===== config.mk =====
export PLATFORM = sky130hd
export DESIGN_NAME = ght_update_arbiter
export DESIGN_NICKNAME = d
export VERILOG_FILES = /design/src/rtl/ght_update_arbiter_pkg.sv /design/src/rtl/ght_update_arbiter_fifo.sv /design/src/rtl/ght_update_arbiter.sv
export SDC_FILE = /design/constraint.sdc
export NUM_CORES = 1
export LEC_CHECK = 0
export CORE_MARGIN = 8
export CORE_UTILIZATION = 45
export DETAILED_ROUTE_END_ITERATION = 6
export DONT_BUFFER_PORTS = 1
export SLEW_MARGIN = 20
export SYNTH_ARGS = -nofsm -noshare
export SYNTH_HDL_FRONTEND = slang
export SYNTH_SLANG_ARGS = --single-unit

===== constraint.sdc =====
create_clock -name clk -period 5.5 [get_ports clk]
set_clock_uncertainty 0.1 [all_clocks]
set_input_delay 0.825 -clock clk [delete_from_list [all_inputs] [get_ports clk]]
set_output_delay 0.825 -clock clk [all_outputs]
set_load 0.01 [all_outputs]

===== src/rtl/ght_update_arbiter_pkg.sv =====
// ght_update_arbiter_pkg: shared history-table update encodings, checkpoint width, arbiter types
package ght_update_arbiter_pkg;
  localparam int CKPT_W = 16;
  localparam int ACT_W = 5;
  localparam int NEED_REPAIR = 0;
  localparam int PHT_LO = 1;
  localparam int PHT_HI = 2;
  localparam int IJTC_LO = 3;
  localparam int IJTC_HI = 4;
  localparam logic [1:0] ACT_NONE = 2'd0;
  localparam logic [1:0] PHT_DIRECT = 2'd1;
  localparam logic [1:0] PHT_REPAIRE = 2'd2;
  localparam logic [1:0] IJTC_REPAIRE = 2'd2;
  typedef enum logic [1:0] {IDLE, DRAIN, BLOCK} state_e;
  typedef struct packed {
    logic take;
    logic [31:0] vaddr;
    logic [CKPT_W-1:0] ckpt;
  } dir_entry_t;
  function automatic logic [ACT_W-1:0] mk_action(logic [1:0] pht, logic [1:0] ijtc);
    return {ijtc, pht, 1'b1};
  endfunction
endpackage


===== src/rtl/ght_update_arbiter_fifo.sv =====
// upd_fifo: direct-update queue with synchronous flush
//   push_i/data_i write, pop_i/data_o read head, count_o occupancy, full_o/empty_o status
module upd_fifo import ght_update_arbiter_pkg::*; #(
  parameter int DEPTH = 4
) (
  input  logic                     clk,
  input  logic                     rst,
  input  logic                     flush_i,
  input  logic                     push_i,
  input  dir_entry_t               data_i,
  input  logic                     pop_i,
  output dir_entry_t               data_o,
  output logic [$clog2(DEPTH):0]   count_o,
  output logic                     full_o,
  output logic                     empty_o
);
  localparam int AW = $clog2(DEPTH);
  localparam int CW = AW + 1;
  dir_entry_t mem_q [DEPTH];
  logic [AW-1:0] wr_q, rd_q;
  logic [CW-1:0] cnt_q;
  logic pu, po;
  assign full_o = cnt_q == CW'(DEPTH);
  assign empty_o = cnt_q == '0;
  assign pu = push_i && !full_o && !flush_i;
  assign po = pop_i && !empty_o && !flush_i;
  assign data_o = mem_q[rd_q];
  assign count_o = cnt_q;
  always_ff @(posedge clk)
    if (pu) mem_q[wr_q] <= data_i;
  always_ff @(posedge clk) begin
    if (rst || flush_i) begin
      wr_q <= '0;
      rd_q <= '0;
      cnt_q <= '0;
    end else begin
      wr_q <= wr_q + AW'(pu);
      rd_q <= rd_q + AW'(po);
      cnt_q <= cnt_q + CW'(pu) - CW'(po);
    end
  end
endmodule


===== src/rtl/ght_update_arbiter.sv =====
// ght_update_arbiter: merges frontend direct updates and backend repairs into one registered history-table update stream
//   DIR_* queued direct updates (DIR_ready_o handshake), REP_* repairs (always accepted, flush queue, open refusal window)
//   GHT_* registered update fields, ARB_pending_o queue occupancy
module ght_update_arbiter import ght_update_arbiter_pkg::*; #(
  parameter int DEPTH = 4,
  parameter int BLOCK_CYC = 2
) (
  input  logic                   clk,
  input  logic                   rst,
  input  logic                   DIR_valid_i,
  output logic                   DIR_ready_o,
  input  logic                   DIR_take_i,
  input  logic [31:0]            DIR_vAddr_i,
  input  logic [CKPT_W-1:0]      DIR_checkPoint_i,
  input  logic                   REP_valid_i,
  input  logic                   REP_isPHT_i,
  input  logic [31:0]            REP_vAddr_i,
  input  logic                   REP_take_i,
  input  logic [31:0]            REP_dest_i,
  input  logic [CKPT_W-1:0]      REP_checkPoint_i,
  output logic [ACT_W-1:0]       GHT_repairAction_o,
  output logic [CKPT_W-1:0]      GHT_allCheckPoint_o,
  output logic [31:0]            GHT_erroVAddr_o,
  output logic                   GHT_correctTake_o,
  output logic [31:0]            GHT_correctDest_o,
  output logic [$clog2(DEPTH):0] ARB_pending_o
);
  localparam int CW = $clog2(DEPTH) + 1;
  localparam int BW = $clog2(BLOCK_CYC + 2);
  state_e state_q, state_d;
  logic [BW-1:0] blk_q, blk_d;
  logic [ACT_W-1:0] act_q, act_d;
  logic [CKPT_W-1:0] ckpt_q, ckpt_d;
  logic [31:0] vaddr_q, vaddr_d, dest_q, dest_d;
  logic take_q, take_d;
  logic push, pop, full, empty;
  logic [CW-1:0] count;
  dir_entry_t head;
  assign push = DIR_valid_i && DIR_ready_o;
  assign pop = !REP_valid_i && !empty;
  upd_fifo #(.DEPTH(DEPTH)) u_fifo (
    .clk     (clk),
    .rst     (rst),
    .flush_i (REP_valid_i),
    .push_i  (push),
    .data_i  ({DIR_take_i, DIR_vAddr_i, DIR_checkPoint_i}),
    .pop_i   (pop),
    .data_o  (head),
    .count_o (count),
    .full_o  (full),
    .empty_o (empty)
  );
  always_ff @(posedge clk) begin
    if (rst) begin
      state_q <= IDLE;
      blk_q <= '0;
      act_q <= '0;
      ckpt_q <= '0;
      vaddr_q <= '0;
      take_q <= 1'b0;
      dest_q <= '0;
    end else begin
      state_q <= state_d;
      blk_q <= blk_d;
      act_q <= act_d;
      ckpt_q <= ckpt_d;
      vaddr_q <= vaddr_d;
      take_q <= take_d;
      dest_q <= dest_d;
    end
  end
  // The window ends on the edge where the counter would fall from 1 to 0, so
  // exactly BLOCK_CYC cycles after the repair cycle are refused.
  always_comb begin
    blk_d = REP_valid_i ? BW'(BLOCK_CYC) : (blk_q != '0 ? blk_q - 1'b1 : '0);
    state_d = REP_valid_i ? BLOCK :
              (state_q == BLOCK && blk_q > BW'(1)) ? BLOCK :
              (push || count > CW'(pop)) ? DRAIN : IDLE;
  end
  always_comb begin
    DIR_ready_o = !full && state_q != BLOCK && !REP_valid_i;
    act_d = REP_valid_i ? (REP_isPHT_i ? mk_action(PHT_REPAIRE, ACT_NONE) : mk_action(ACT_NONE, IJTC_REPAIRE)) :
            pop ? mk_action(PHT_DIRECT, ACT_NONE) : '0;
    ckpt_d = REP_valid_i ? REP_checkPoint_i : pop ? head.ckpt : '0;
    vaddr_d = REP_valid_i ? REP_vAddr_i : pop ? head.vaddr : '0;
    take_d = REP_valid_i ? REP_take_i : pop && head.take;
    dest_d = REP_valid_i ? REP_dest_i : '0;
  end
  assign GHT_repairAction_o = act_q;
  assign GHT_allCheckPoint_o = ckpt_q;
  assign GHT_erroVAddr_o = vaddr_q;
  assign GHT_correctTake_o = take_q;
  assign GHT_correctDest_o = dest_q;
  assign ARB_pending_o = count;
endmodule

======== Word-level counts from Yosys, hierarchy flattened ========
Memory sizes are Yosys's and may differ from the RTL's. A register that Yosys moved wholly into a read port is not among the register bits.
Index checks and enable logic that the tools add are counted.
word-level totals
  flip-flop bits (word level) ............. 97
  bits in writable memories ............... 196
  input port bits ......................... 135
  word-level logic and storage cells ...... 61
  memories ................................ 1
memory list
  name          words  bits a word  read ports  clocked after memory_dff  wr ports  line                           RTL
  u_fifo.mem_q  4      49           1           1                         1         ght_update_arbiter_fifo.sv:19  dir_entry_t mem_q [DEPTH];
operators by class
  add/subtract/negate cells ............... 5
  magnitude comparators ................... 2
  equal/unequal tests ..................... 3
  muxes and demuxes ....................... 16
  bitwise gates (word level) .............. 2
  reductions and logical operators ........ 20
operators with widths
  cell                 number
  $mux 32              2
  $mux 16              2
  $mux 2               6
  $logic_and 1x1->1    10
  $mux 5               2
  $reduce_or 3->1      2
  $add 2x1->2          2
  $mux 1               4
  $add 3x1->3          1
  $eq 3x3->1 const B   1
  $gt 3x1->1           1
  $logic_not 1->1      3
  $logic_not 3->1      1
  $sub 3x1->3          1
  $eq 2x2->1 const B   1
  $gt 2x1->1 const B   1
  $logic_or 1x1->1     2
  $ne 2x2->1 const B   1
  $not 1->1            2
  $reduce_bool 2->1    1
  $reduce_or 2->1      1
  $sub 2x1->2 const B  1

======== Longest topological paths before layout ========
Gate-level depths: netlist of the first run.
  depth in word-level cells ............... 9
  mapped depth ............................ 8
  gate-level depth less buffers ........... 8

======== By module ========
Synthesis of the first run repeated with hierarchy kept, for this count alone.
unflattened totals
  cell total of the unflattened synthesis .. 502
  area, all modules ....................... 10122.2 µm²
modules (own cells, without submodules)
  module              times used  cells each  area an instance (µm²)  sequential area each (µm²)
  upd_fifo            1           295         7434.6                  6025.8
  ght_update_arbiter  1           207         2687.6                  1781.7

======== Worst setup path before layout of the first run ========
OpenSTA, ideal clock, no wires.
  kind .................................... input -> register
  from .................................... input port REP_valid_i
  to ...................................... memory u_fifo.mem_q[1][0] (netlist bit), enable pin
  data arrival time ....................... 4.770 ns
  slack ................................... 0.103 ns
  cell stages on the path ................. 3
  buffers on the path ..................... 0
  cell sequence ........................... inv_1 -> nand4_1 -> nor3b_1
between the ends
  cells in the longest elaborated chain, start to end .. 7
RTL lines
  element                           line                                                     RTL
  from (decl)                       ght_update_arbiter.sv:15                                 input logic REP_valid_i,
  $logic_not 1->1 (*)               ght_update_arbiter_fifo.sv:25, ght_update_arbiter.sv:81
  $logic_and 1x1->1                 ght_update_arbiter.sv:81                                 DIR_ready_o = !full && state_q != BLOCK && !REP_valid_i;
  $logic_and 1x1->1                 ght_update_arbiter.sv:39                                 assign push = DIR_valid_i && DIR_ready_o;
  $logic_and 1x1->1                 ght_update_arbiter_fifo.sv:25                            assign pu = push_i && !full_o && !flush_i;
  $logic_and 1x1->1 (*)             ght_update_arbiter_fifo.sv:25
  $mux 1 (*)                        ght_update_arbiter_fifo.sv:30                            if (pu) mem_q[wr_q] <= data_i;
  $mux 1 (implied by the code) (*)  ght_update_arbiter_fifo.sv:30
  to (decl)                         ght_update_arbiter_fifo.sv:19
Every way passes the cells marked *; elsewhere a longest branch is shown, timed or not.

======== Final worst setup path of the first run ========
  from .................................... register u_fifo.cnt_q[0], in the netlist u_fifo.count_o[0]
  to ...................................... memory u_fifo.mem_q[3][17] (netlist bit), enable pin
between the ends
  cells in the longest elaborated chain, start to end .. 9
RTL lines
  element                              line                                                     RTL
  from (decl)                          ght_update_arbiter_fifo.sv:21                            logic [CW-1:0] cnt_q;
  from (signal assigned)               ght_update_arbiter_fifo.sv:39                            cnt_q <= cnt_q + CW'(pu) - CW'(po);
  $eq 3x3->1 (*)                       ght_update_arbiter_fifo.sv:23                            assign full_o = cnt_q == CW'(DEPTH);
  $logic_not 1->1 (*)                  ght_update_arbiter_fifo.sv:25, ght_update_arbiter.sv:81
  $logic_and 1x1->1 (2 in series)      ght_update_arbiter.sv:81
  $logic_and 1x1->1                    ght_update_arbiter.sv:39
  $logic_and 1x1->1 (*) (2 in series)  ght_update_arbiter_fifo.sv:25
  $mux 1 (*)                           ght_update_arbiter_fifo.sv:30
  $mux 1 (implied by the code) (*)     ght_update_arbiter_fifo.sv:30
Marked as above.

==> qor.txt, run 1 <==
LAYOUT
----------------------------------------------------------------------------------
Final nets                                                                     657
Most common library cell in the layout ignoring fill and taps         sky130_fd_sc_hd__edfxtp_1
Share of final-layout standard cells stronger than drive strength 1          22.1%
Total inserted antenna cells                                                     0
Area added between synthesis and finish                                      13.3%
Commonest non-fill, non-tap cells in the layout                       196 x sky130_fd_sc_hd__edfxtp_1, 94 x sky130_fd_sc_hd__dfxtp_1, 49 x sky130_fd_sc_hd__mux4_2, 49 x sky130_fd_sc_hd__a22o_1, 37 x sky130_fd_sc_hd__and2_1

YOSYS
----------------------------------------------------------------------------------
Dominant cell type by area after synthesis                            sky130_fd_sc_hd__edfxtp_1
Synthesized Nets                                                               643
Post-synth top area share                                                    58.5%
Yosys synthesis warning count                                                    0
Main area contributors after synthesis                                sky130_fd_sc_hd__edfxtp_1 58%, sky130_fd_sc_hd__dfxtp_1 19%, sky130_fd_sc_hd__mux4_2 11%, sky130_fd_sc_hd__a22o_1 4.3%, sky130_fd_sc_hd__and2_1 2.3%
Fraction of the yosys area taken by sequential cells                         77.6%
Cell area after synthesis                                                10100 um2
Yosys reg bits                                                                 292
Unique cell type count in the Yosys netlist                                     30
Synth Area per Inst                                                       20.1 um2
Synth async-reset ratio                                                         0%
Number of synthesized flops with an enable pin                                 196
Dominant synthesized flop cell                                        sky130_fd_sc_hd__edfxtp_1
Post-synthesis instance total                                                  501

CRITICAL PATH
----------------------------------------------------------------------------------
Top fanout value on the critical path                                           26
WS Path Type                                                          register to register
Length in cells of the worst reg-to-reg path                                     5
Worst r2r dst                                                         u_fifo.mem_q[3][17]
Worst setup slack for register-to-register paths                           2840 ps
Data required time at the worst endpoint                                   5590 ps
Startpoint type of the worst setup path                                   register
Startpoint of the most critical register-to-register path             u_fifo.count_o[0]
Data arrival at the endpoint of the critical path                          2740 ps
CP Capture Type                                                           register

MIN PATH
----------------------------------------------------------------------------------
Endpoint of the worst hold path                                       GHT_repairAction_o[4]
Hold path startpoint                                                   REP_isPHT_i
Number of stages on the worst hold path                                          1
Hold/Removal Path Class                                               primary input to register

FLOORPLANNING
----------------------------------------------------------------------------------
Number of placed I/O pins                                                      225
Core outline area                                                        21900 um2
Die area                                                                 27400 um2
Number of placement rows                                                        54
DIE HEIGHT                                                                  166 um
Effective utilization at floorplan                                           46.0%
Die Span X                                                                  166 um

PWR
----------------------------------------------------------------------------------
Total leakage power                                                        3.81 nW
Total power consumption of the routed design                               4.63 mW
Worst vdd ir                                                                251 uV
Clock power share                                                            44.0%
Cell internal pwr                                                          3.74 mW
Switching Fraction                                                           19.2%
PD cells                                                                406 nW/um2
Switching power total                                                     0.889 mW
Share of total power in combinational logic                                   3.0%
Sequential power share                                                       53.0%

CLOCKING
----------------------------------------------------------------------------------
Register clock-pin slew on the reported worst setup and hold paths           60 ps
Insertion delay to the later sink of the worst-skew pair                    530 ps
Buffer count from post-CTS setup fixing                                          0
# clock sinks                                                                  292
Clock tree root driver cell                                           sky130_fd_sc_hd__clkbuf_16
Clock Path Buffers                                                               3
Hold bufs inserted after CTS                                                     0
Clock buffers created by TritonCTS                                              29
Number of levels the H-tree was split into                                       1
Clock tree from TritonCTS                                                     done
CTS resizes                                                                      0

GRT
----------------------------------------------------------------------------------
Antenna violations before repair                                                 0
Final global-route overflow total                                                0
Largest net degree at the start of global routing                               51
Aggregate global-route resource usage                                        14.0%
Via count of the first global-routing pass                                    4852
Wire length of the first global-routing pass                              28800 um

PLACED DESIGN
----------------------------------------------------------------------------------
DP Wirelength                                                             13000 um
Count of input and output buffers                                                0
Global placer's final weighted congestion                                    0.702

ROUTE
----------------------------------------------------------------------------------
Ratio of routed vias to standard cells                                        5.47
TritonRoute pass-1 iters                                                         4
DRT iter0 DRCs                                                                 207
Aggregate routed wire length                                              19800 um
Detail Route Antenna Nets                                                        0
DR DRC count                                                                     0
Routed wire per std cell                                                   24.2 um
Via total after detailed routing                                              4471

TIMING
----------------------------------------------------------------------------------
Final Max Slew Viols                                                             0
Final period util                                                            48.3%
Unrepaired setup endpoints after global routing                                 no
Final count of negative-setup-slack endpoints                                    0
Final hold violations                                                            0
Setup TNS                                                                     0 ps
Post-layout minimum cycle time                                             2660 ps
Worst hold-check slack                                                      268 ps
Normalized max-slew margin                                                   41.1%
Transition time at the pin with the least slew margin                       882 ps
Fmax achieved                                                              376 MHz

OUTCOME
----------------------------------------------------------------------------------
Run status                                                               completed

FLOW RUN
----------------------------------------------------------------------------------
Max-cap check violation count                                                    0

## cell usage after synthesis (all sizes together), types with 2 or more instances
cell type	n
nand2b	2
mux4	49
edfxtp	196
clkbuf	15
dfxtp	96
nor3b	3
xnor2	2
ha	6
buf	13
a22o	49
nor2	9
and2	37
nor3	3
a21oi	3
inv	7
and3	2
## through the flow
step                      setup slack [ps]  cell area [um2]  util (%)  instances
final                                 2840            11400      52.1        818
after detailed placement              2390            10300      47.2        763
after global routing                  2610            11400      52.1        818
after floorplan                        103            10100         -        501
after global placement                2440            10300      47.2        763
after CTS                             2760            11400      52.0        817
## power by group through the flow
| stage | Combinational, mW | Sequential (mW) | Clock [mW] |
|---|---|---|---|
| global placement | 0.135 | 2.50 | 0 |
| floorplan | 0.119 | 2.49 | 0 |
| finish | 0.141 | 2.45 | 2.04 |
| detailed placement | 0.139 | 2.51 | 0 |
| global route | 0.157 | 2.46 | 2.17 |
| CTS | 0.140 | 2.46 | 2.09 |
## layout make-up
| class | instances | area (um2) |
|---|---|---|
| Clock buffer | 45 | 940 |
| Clock inverter | 9 | 100 |
| Fill cell | 1729 | 10500 |
| Inverter | 7 | 26.3 |
| Multi-Input combinational cell | 174 | 2080 |
| Sequential cell | 292 | 7810 |
| Tap cell | 280 | 350 |
| Timing Repair Buffer | 11 | 95.1 |
## cells by family after synthesis
kind of cell | after synthesis | share of synthesized area [%]
flops | 292 | 77.6
compound gates | 54 | 4.60
buf+inv | 35 | 1.98
mux | 49 | 11.0
simple gates | 60 | 3.63
xor+xnor | 3 | 0.261
fa+ha+maj | 7 | 0.945
other cells | 1 | 0.0373
## worst max path at each step
stage                                endpoint  slack [ps]  cells past startpoint              start
after floorplan            u_fifo.mem_q[1][0]         100                      3        REP_valid_i
after global placement    u_fifo.mem_q[3][27]        2440                      5        REP_valid_i
after global routing      u_fifo.mem_q[3][20]        2610                      5  u_fifo.count_o[1]
after detailed placement  u_fifo.mem_q[3][30]        2390                      5        REP_valid_i
final                     u_fifo.mem_q[3][17]        2840                      5  u_fifo.count_o[0]
after CTS                 u_fifo.mem_q[3][17]        2760                      5  u_fifo.count_o[0]
## metal layers
layer,track usage (%),share of wire [%],vias to the layer above
li1,-,-,1997
met1,15.2,36,2249
met2,24.6,49,195
met3,6.22,13,30
met4,3.37,1.7,0
met5,0,0,-
## state kept, by name, summed over array words and instances, names as in the netlist
register             cells
blk_q                    2
u_fifo.wr_q              2
u_fifo.count_o           3
GHT_allCheckPoint_o     16
GHT_erroVAddr_o         32
u_fifo.rd_q              2
GHT_correctTake_o        1
state_q                  2
u_fifo.mem_q           196
GHT_correctDest_o       32
GHT_repairAction_o       4
## critical path: stages, from the launching register on
cell,delay [ps]
sky130_fd_sc_hd__dfxtp_1,430
sky130_fd_sc_hd__or3b_2,180
sky130_fd_sc_hd__nand4_1,260
sky130_fd_sc_hd__inv_1,200
sky130_fd_sc_hd__and3_2,640
sky130_fd_sc_hd__buf_4,490
Power figures use the tool's default switching activity.
==> inputs of run 2 (changes only) <==
==> constraint.sdc (replaced) <==
create_clock -name clk -period 2.5 [get_ports clk]
set_clock_uncertainty 0.1 [all_clocks]
set_input_delay 0.375 -clock clk [delete_from_list [all_inputs] [get_ports clk]]
set_output_delay 0.375 -clock clk [all_outputs]
set_load 0.01 [all_outputs]
==> qor.txt, run 2 (synthesis results as in run 1) <==
CRITICAL PATH
----------------------------------------------------------------------------------
CP Capture Type                                                         output pin
Worst path slowest cell                                               sky130_fd_sc_hd__or3b_2
Data required time at the worst endpoint                                   2030 ps   -3560 ps
WS Path Type                                                          register to output pin
Length in cells of the worst reg-to-reg path                                     7   +2
Worst setup slack for register-to-register paths                            440 ps   -2400 ps
Data arrival at the endpoint of the critical path                          1590 ps   -1150 ps
Startpoint of the most critical register-to-register path             u_fifo.count_o[2]
Critical-path cell list                                               or3b_2 -> and3_1
Top fanout value on the critical path                                            4   -85%
Startpoint type of the worst setup path                                   register
Worst r2r dst                                                         u_fifo.count_o[2]
CP peak stage delay                                                         470 ps   -170 ps

TIMING
----------------------------------------------------------------------------------
Normalized max-slew margin                                                   60.5%   +19 points
Fmax achieved                                                              484 MHz
Post-layout minimum cycle time                                             2070 ps
Unrepaired setup endpoints after global routing                                 no
Final hold violations                                                            0   unchanged
Final Max Slew Viols                                                             0   unchanged
Worst hold-check slack                                                     22.2 ps   -246 ps
Transition time at the pin with the least slew margin                       592 ps   -290 ps
Final count of negative-setup-slack endpoints                                    0   unchanged
Final period util                                                            82.7%

GRT
----------------------------------------------------------------------------------
Final global-route overflow total                                                0   unchanged
Largest net degree at the start of global routing                               64   +25%
Via count of the first global-routing pass                                    5499   +13%
Aggregate global-route resource usage                                        15.7%   +1.7 points
Wire length of the first global-routing pass                              32700 um   +13%
Antenna violations before repair                                                 3   +3

CLOCKING
----------------------------------------------------------------------------------
Clock tree root driver cell                                           sky130_fd_sc_hd__clkbuf_16
Insertion delay to the later sink of the worst-skew pair                    550 ps   +20 ps
Number of levels the H-tree was split into                                       1   unchanged
Clock tree from TritonCTS                                                     done
# clock sinks                                                                  292   unchanged
Clock buffers created by TritonCTS                                              30   +3.4%
Buffer count from post-CTS setup fixing                                          0   unchanged
CTS resizes                                                                      0   unchanged
Register clock-pin slew on the reported worst setup and hold paths           60 ps   about the same
Clock Path Buffers                                                               3   unchanged

FLOORPLANNING
----------------------------------------------------------------------------------
Core outline area                                                        21900 um2   unchanged
Die Span X                                                                  166 um   unchanged
Effective utilization at floorplan                                           46.0%   unchanged
Number of placement rows                                                        54   unchanged
Number of placed I/O pins                                                      225   unchanged
Die area                                                                 27400 um2   unchanged
DIE HEIGHT                                                                  166 um   unchanged

PLACED DESIGN
----------------------------------------------------------------------------------
Global placer's final weighted congestion                                    0.754   +7.4%
Count of input and output buffers                                                0   unchanged
DP Wirelength                                                             13200 um   +1.8%

ROUTE
----------------------------------------------------------------------------------
TritonRoute pass-1 iters                                                         4   unchanged
Ratio of routed vias to standard cells                                        5.40   -1.3%
Via total after detailed routing                                              5190   +16%
Aggregate routed wire length                                              22100 um   +12%
DR DRC count                                                                     0   unchanged
DRT iter0 DRCs                                                                 237   +14%
Routed wire per std cell                                                   23.0 um   -5.2%
Detail Route Antenna Nets                                                        0   unchanged

LAYOUT
----------------------------------------------------------------------------------
Area occupied by multi-input gates                                        2100 um2   +0.90%
Most common library cell in the layout ignoring fill and taps         sky130_fd_sc_hd__edfxtp_1
Final nets                                                                     799   +22%
Max FFs per register                                                           196   unchanged
Fillers                                                                       1589   -8.1%
Area added between synthesis and finish                                      27.2%
Commonest non-fill, non-tap cells in the layout                       196 x sky130_fd_sc_hd__edfxtp_1, 134 x sky130_fd_sc_hd__dlygate4sd3_1, 91 x sky130_fd_sc_hd__dfxtp_1
Layout Utilization                                                           58.5%   +6.4 points
Area taken by flip-flops and latches                                      7820 um2   about the same
Register name with the most flops                                     u_fifo.mem_q
Share of final-layout standard cells stronger than drive strength 1          18.9%   -3.2 points

PWR
----------------------------------------------------------------------------------
Worst vdd ir                                                                567 uV   +130%
Switching power total                                                      2.15 mW   +140%
Share of total power in combinational logic                                   5.2%   +2.2 points
Total leakage power                                                        4.37 nW   +15%
Sequential power share                                                       51.6%   -1.4 points
Clock power share                                                            43.2%   -0.8 points
Switching Fraction                                                           20.5%   +1.3 points
Cell internal pwr                                                          8.30 mW   +120%
PD cells                                                                816 nW/um2   +100%

MIN PATH
----------------------------------------------------------------------------------
Hold/Removal Path Class                                               primary input to register
Number of stages on the worst hold path                                          2   +1
Endpoint of the worst hold path                                       u_fifo.count_o[2]
Hold path startpoint                                                   REP_valid_i

OUTCOME
----------------------------------------------------------------------------------
Run status                                                               completed

FLOW RUN
----------------------------------------------------------------------------------
Max-cap check violation count                                                    0   unchanged

-- run 2: worst max path at each step --
stage | from | to | slack (ps) | cells after the start
final | u_fifo.count_o[2] | DIR_ready_o | 430 | 2
after CTS | u_fifo.count_o[2] | DIR_ready_o | 400 | 2
after floorplan | u_fifo.count_o[2] | u_fifo.mem_q[1][0] | -230 | 3
after global placement | u_fifo.count_o[2] | u_fifo.count_o[2] | 470 | 7
after detailed placement | u_fifo.count_o[2] | u_fifo.count_o[2] | 440 | 7
after global routing | u_fifo.count_o[2] | u_fifo.count_o[2] | 320 | 7
-- run 2: per-layer routing --
| metal | track usage [%] | wire, um | up-vias |
|---|---|---|---|
| met5 | 0 | 27 | - |
| met4 | 4.22 | 481 | 4 |
| met3 | 4.24 | 1990 | 38 |
| met2 | 27.7 | 11200 | 221 |
| met1 | 18.7 | 8420 | 2639 |
| li1 | - | - | 2288 |
-- run 2: critical path, delay by kind of cell (launching register included) --
kind             cells  cell delay, ps
flip-flops           1             370
AND/OR/NAND/NOR      2             700
-- run 2: final cells by class --
cell class / instances / share of cell area [%]
Sequential cell: 292 / 61.0
Multi-Input combinational cell: 174 / 16.4
Timing Repair Buffer: 152 / 11.6
Clock buffer: 35 / 6.25
Tap cell: 280 / 2.74
Clock inverter: 21 / 1.74
Inverter: 7 / 0.205
Antenna cell: 1 / 0.0195
-- run 2: metrics by stage --
stage	setup TNS (ps)	instances	worst slack, ps	cell area (um2)	total power [mW]
after CTS	0	961	399	12800	10.5
after detailed placement	0	771	438	10400	5.83
final	0	962	434	12800	10.4
after floorplan	-28230	501	-227	10100	5.74
after global placement	0	771	466	10400	5.82
after global routing	0	962	316	12800	10.8
-- run 2: repair_timing --
| action | CTS | global route |
|---|---|---|
| hold buffers | 134 | 0 |
| endpoints found under the hold margin | 287 | 0 |
| setup endpoints to repair | 0 | 0 |
-- run 2: power groups by stage --
stage	sequential [mW]	combinational [mW]	clock, mW
after global placement	5.49	0.327	0
after floorplan	5.47	0.264	0
final	5.39	0.541	4.52
after detailed placement	5.50	0.337	0
after CTS	5.39	0.546	4.59
after global routing	5.40	0.590	4.81
==> inputs of run 3 (changes only) <==
==> constraint.sdc (replaced) <==
create_clock -name clk -period 1.8 [get_ports clk]
set_clock_uncertainty 0.1 [all_clocks]
set_input_delay 0.27 -clock clk [delete_from_list [all_inputs] [get_ports clk]]
set_output_delay 0.27 -clock clk [all_outputs]
set_load 0.01 [all_outputs]
==> qor.txt, run 3 (synthesis results as in run 1) <==
ROUTE
----------------------------------------------------------------------------------
TritonRoute pass-1 iters                                                         4   unchanged
Detail Route Antenna Nets                                                        0   unchanged
DR DRC count                                                                     0   unchanged
Via total after detailed routing                                              5229   +0.75%
Routed wire per std cell                                                   23.1 um   +0.29%
Aggregate routed wire length                                              22900 um   +3.4%
Ratio of routed vias to standard cells                                        5.27   -2.3%
DRT iter0 DRCs                                                                 304   +28%

FLOORPLANNING
----------------------------------------------------------------------------------
Die Span X                                                                  166 um   unchanged
Die area                                                                 27400 um2   unchanged
DIE HEIGHT                                                                  166 um   unchanged
Number of placed I/O pins                                                      225   unchanged
Number of placement rows                                                        54   unchanged
Core outline area                                                        21900 um2   unchanged
Effective utilization at floorplan                                           46.0%   unchanged

MIN PATH
----------------------------------------------------------------------------------
Hold/Removal Path Class                                               primary input to register

CRITICAL PATH
----------------------------------------------------------------------------------
Startpoint type of the worst setup path                                   register
Startpoint of the most critical register-to-register path             u_fifo.count_o[2]
Data required time at the worst endpoint                                   1940 ps   -90 ps
Length in cells of the worst reg-to-reg path                                     6   -1
Worst r2r dst                                                         u_fifo.mem_q[0][12]
WS Path Type                                                          register to register
Top fanout value on the critical path                                           17   +13
First element of the critical path                                    u_fifo.count_o[2]
Worst setup slack for register-to-register paths                            -90 ps   -530 ps
CP Capture Type                                                           register
Critical path endpoint                                                u_fifo.mem_q[0][12]
Data arrival at the endpoint of the critical path                          2030 ps   +440 ps

LAYOUT
----------------------------------------------------------------------------------
Most common library cell in the layout ignoring fill and taps         sky130_fd_sc_hd__edfxtp_1
Commonest non-fill, non-tap cells in the layout                       196 x sky130_fd_sc_hd__edfxtp_1, 135 x sky130_fd_sc_hd__dlygate4sd3_1, 91 x sky130_fd_sc_hd__dfxtp_1
Area added between synthesis and finish                                      32.6%
Final nets                                                                     828   +3.6%
Share of final-layout standard cells stronger than drive strength 1          22.6%   +3.6 points
Max FFs per register                                                           196   unchanged
Register name with the most flops                                     u_fifo.mem_q

GRT
----------------------------------------------------------------------------------
Aggregate global-route resource usage                                        15.9%   +0.18 points
Largest net degree at the start of global routing                               57   -11%
Final global-route overflow total                                                0   unchanged
Wire length of the first global-routing pass                              33100 um   +1.2%
Via count of the first global-routing pass                                    5649   +2.7%
Antenna violations before repair                                                 3   unchanged

PLACED DESIGN
----------------------------------------------------------------------------------
Count of input and output buffers                                                0   unchanged
DP Wirelength                                                             13400 um   +1.3%
Pre-CTS setup slack                                                        -170 ps   -608 ps
Global placer's final weighted congestion                                    0.699   -7.3%

CLOCKING
----------------------------------------------------------------------------------
Clock Path Buffers                                                               3   unchanged
Clock tree from TritonCTS                                                     done
# clock sinks                                                                  292   unchanged
Insertion delay to the later sink of the worst-skew pair                    540 ps   about the same
Clock tree root driver cell                                           sky130_fd_sc_hd__clkbuf_16
Clock buffers created by TritonCTS                                              29   -3.3%
Register clock-pin slew on the reported worst setup and hold paths           60 ps   about the same
Number of levels the H-tree was split into                                       1   unchanged

TIMING
----------------------------------------------------------------------------------
Final hold violations                                                            0   unchanged
Post-layout minimum cycle time                                             1890 ps
Final period util                                                             105%
Fmax achieved                                                              530 MHz
Worst setup margin                                                        -86.6 ps   -520 ps
Unrepaired setup endpoints after global routing                                yes
Final count of negative-setup-slack endpoints                                  168   +168
Setup TNS                                                                 -8240 ps   -8240 ps
Final Max Slew Viols                                                             0   unchanged

OUTCOME
----------------------------------------------------------------------------------
Run status                                                            finished, violations left
Violations in the final reports                                       setup timing

PWR
----------------------------------------------------------------------------------
Total leakage power                                                        4.61 nW   +5.4%
Worst vdd ir                                                                784 uV   +38%
PD cells                                                               1060 nW/um2   +30%

FLOW RUN
----------------------------------------------------------------------------------
Max-cap check violation count                                                    0   unchanged

run 3: cell count changes in the layout (fill, tap and decap cells not counted), moves of 3 or more:
| cell | delta |
|---|---|
| sky130_fd_sc_hd__buf_6 | +10 |
| sky130_fd_sc_hd__clkbuf_1 | +4 |
| sky130_fd_sc_hd__clkbuf_8 | +4 |
| sky130_fd_sc_hd__buf_4 | -4 |
| sky130_fd_sc_hd__bufinv_16 | -3 |
| sky130_fd_sc_hd__clkinvlp_4 | -5 |
| sky130_fd_sc_hd__buf_12 | +16 |
| sky130_fd_sc_hd__clkinv_1 | -3 |
| sky130_fd_sc_hd__clkbuf_16 | +6 |
run 3: how the worst min path moves through the flow:
stage                     start  slack [ps]               endpoint  cells after the start
floorplan           REP_isPHT_i         240  GHT_repairAction_o[4]                      1
global placement    REP_isPHT_i         240  GHT_repairAction_o[4]                      1
detailed placement  REP_isPHT_i         240  GHT_repairAction_o[4]                      1
CTS                 DIR_valid_i          10             state_q[0]                      3
global route                rst          40  GHT_correctDest_o[11]                      3
finish              DIR_valid_i          50             state_q[0]                      3
run 3: metal layers:
| metal | part of all wire [%] | global-route usage, % |
|---|---|---|
| met1 | 40 | 18.9 |
| met2 | 49 | 28.0 |
| met3 | 9.0 | 4.34 |
| met4 | 2.3 | 4.26 |
| met5 | 0 | 0 |
run 3: repair_timing:
action,4_1_cts,5_1_grt
gates cloned,3,9
endpoints found under the hold margin,291,0
endpoints found under the setup margin,132,199
pin swaps,6,4
setup buffers,9,2
gates resized for setup,12,10
hold buffers,135,0
run 3: area by class of cell:
cell class,count,area (um2)
antenna,3,7.51
clock buffer,42,846
timing repair buffer,182,2080
multi-input combinational,174,2130
fill,1566,8550
tap,280,350
inverter,7,26.3
sequential,292,7820
clock inverter,12,92.6
run 3: power by group:
group | total (mW) | switching (mW) | internal (mW)
combinational | 0.852 | 0.355 | 0.496
clock | 5.82 | 2.42 | 3.41
sequential | 7.48 | 0.131 | 7.35
total | 14.2 | 2.90 | 11.3
run 3: worst max-delay path: stages (launching register included):
cell	delay [ps]
sky130_fd_sc_hd__dfxtp_2	330
sky130_fd_sc_hd__or3b_4	230
sky130_fd_sc_hd__nand4_1	150
sky130_fd_sc_hd__buf_6	190
sky130_fd_sc_hd__nor3_4	230
sky130_fd_sc_hd__buf_6	190
sky130_fd_sc_hd__buf_12	170
run 3: through the flow:
| stage | instance area (um2) | utilization, % | cells | total power [mW] | hold slack, ps |
|---|---|---|---|---|---|
| floorplan | 10100 | - | 501 | 7.97 | 241 |
| global placement | 10700 | 49.0 | 783 | 8.13 | 243 |
| detailed placement | 10700 | 49.0 | 783 | 8.15 | 244 |
| CTS | 13200 | 60.2 | 983 | 14.3 | 11.6 |
| global route | 13300 | 61.0 | 992 | 14.6 | 42.0 |
| finish | 13300 | 61.0 | 992 | 14.2 | 49.6 |
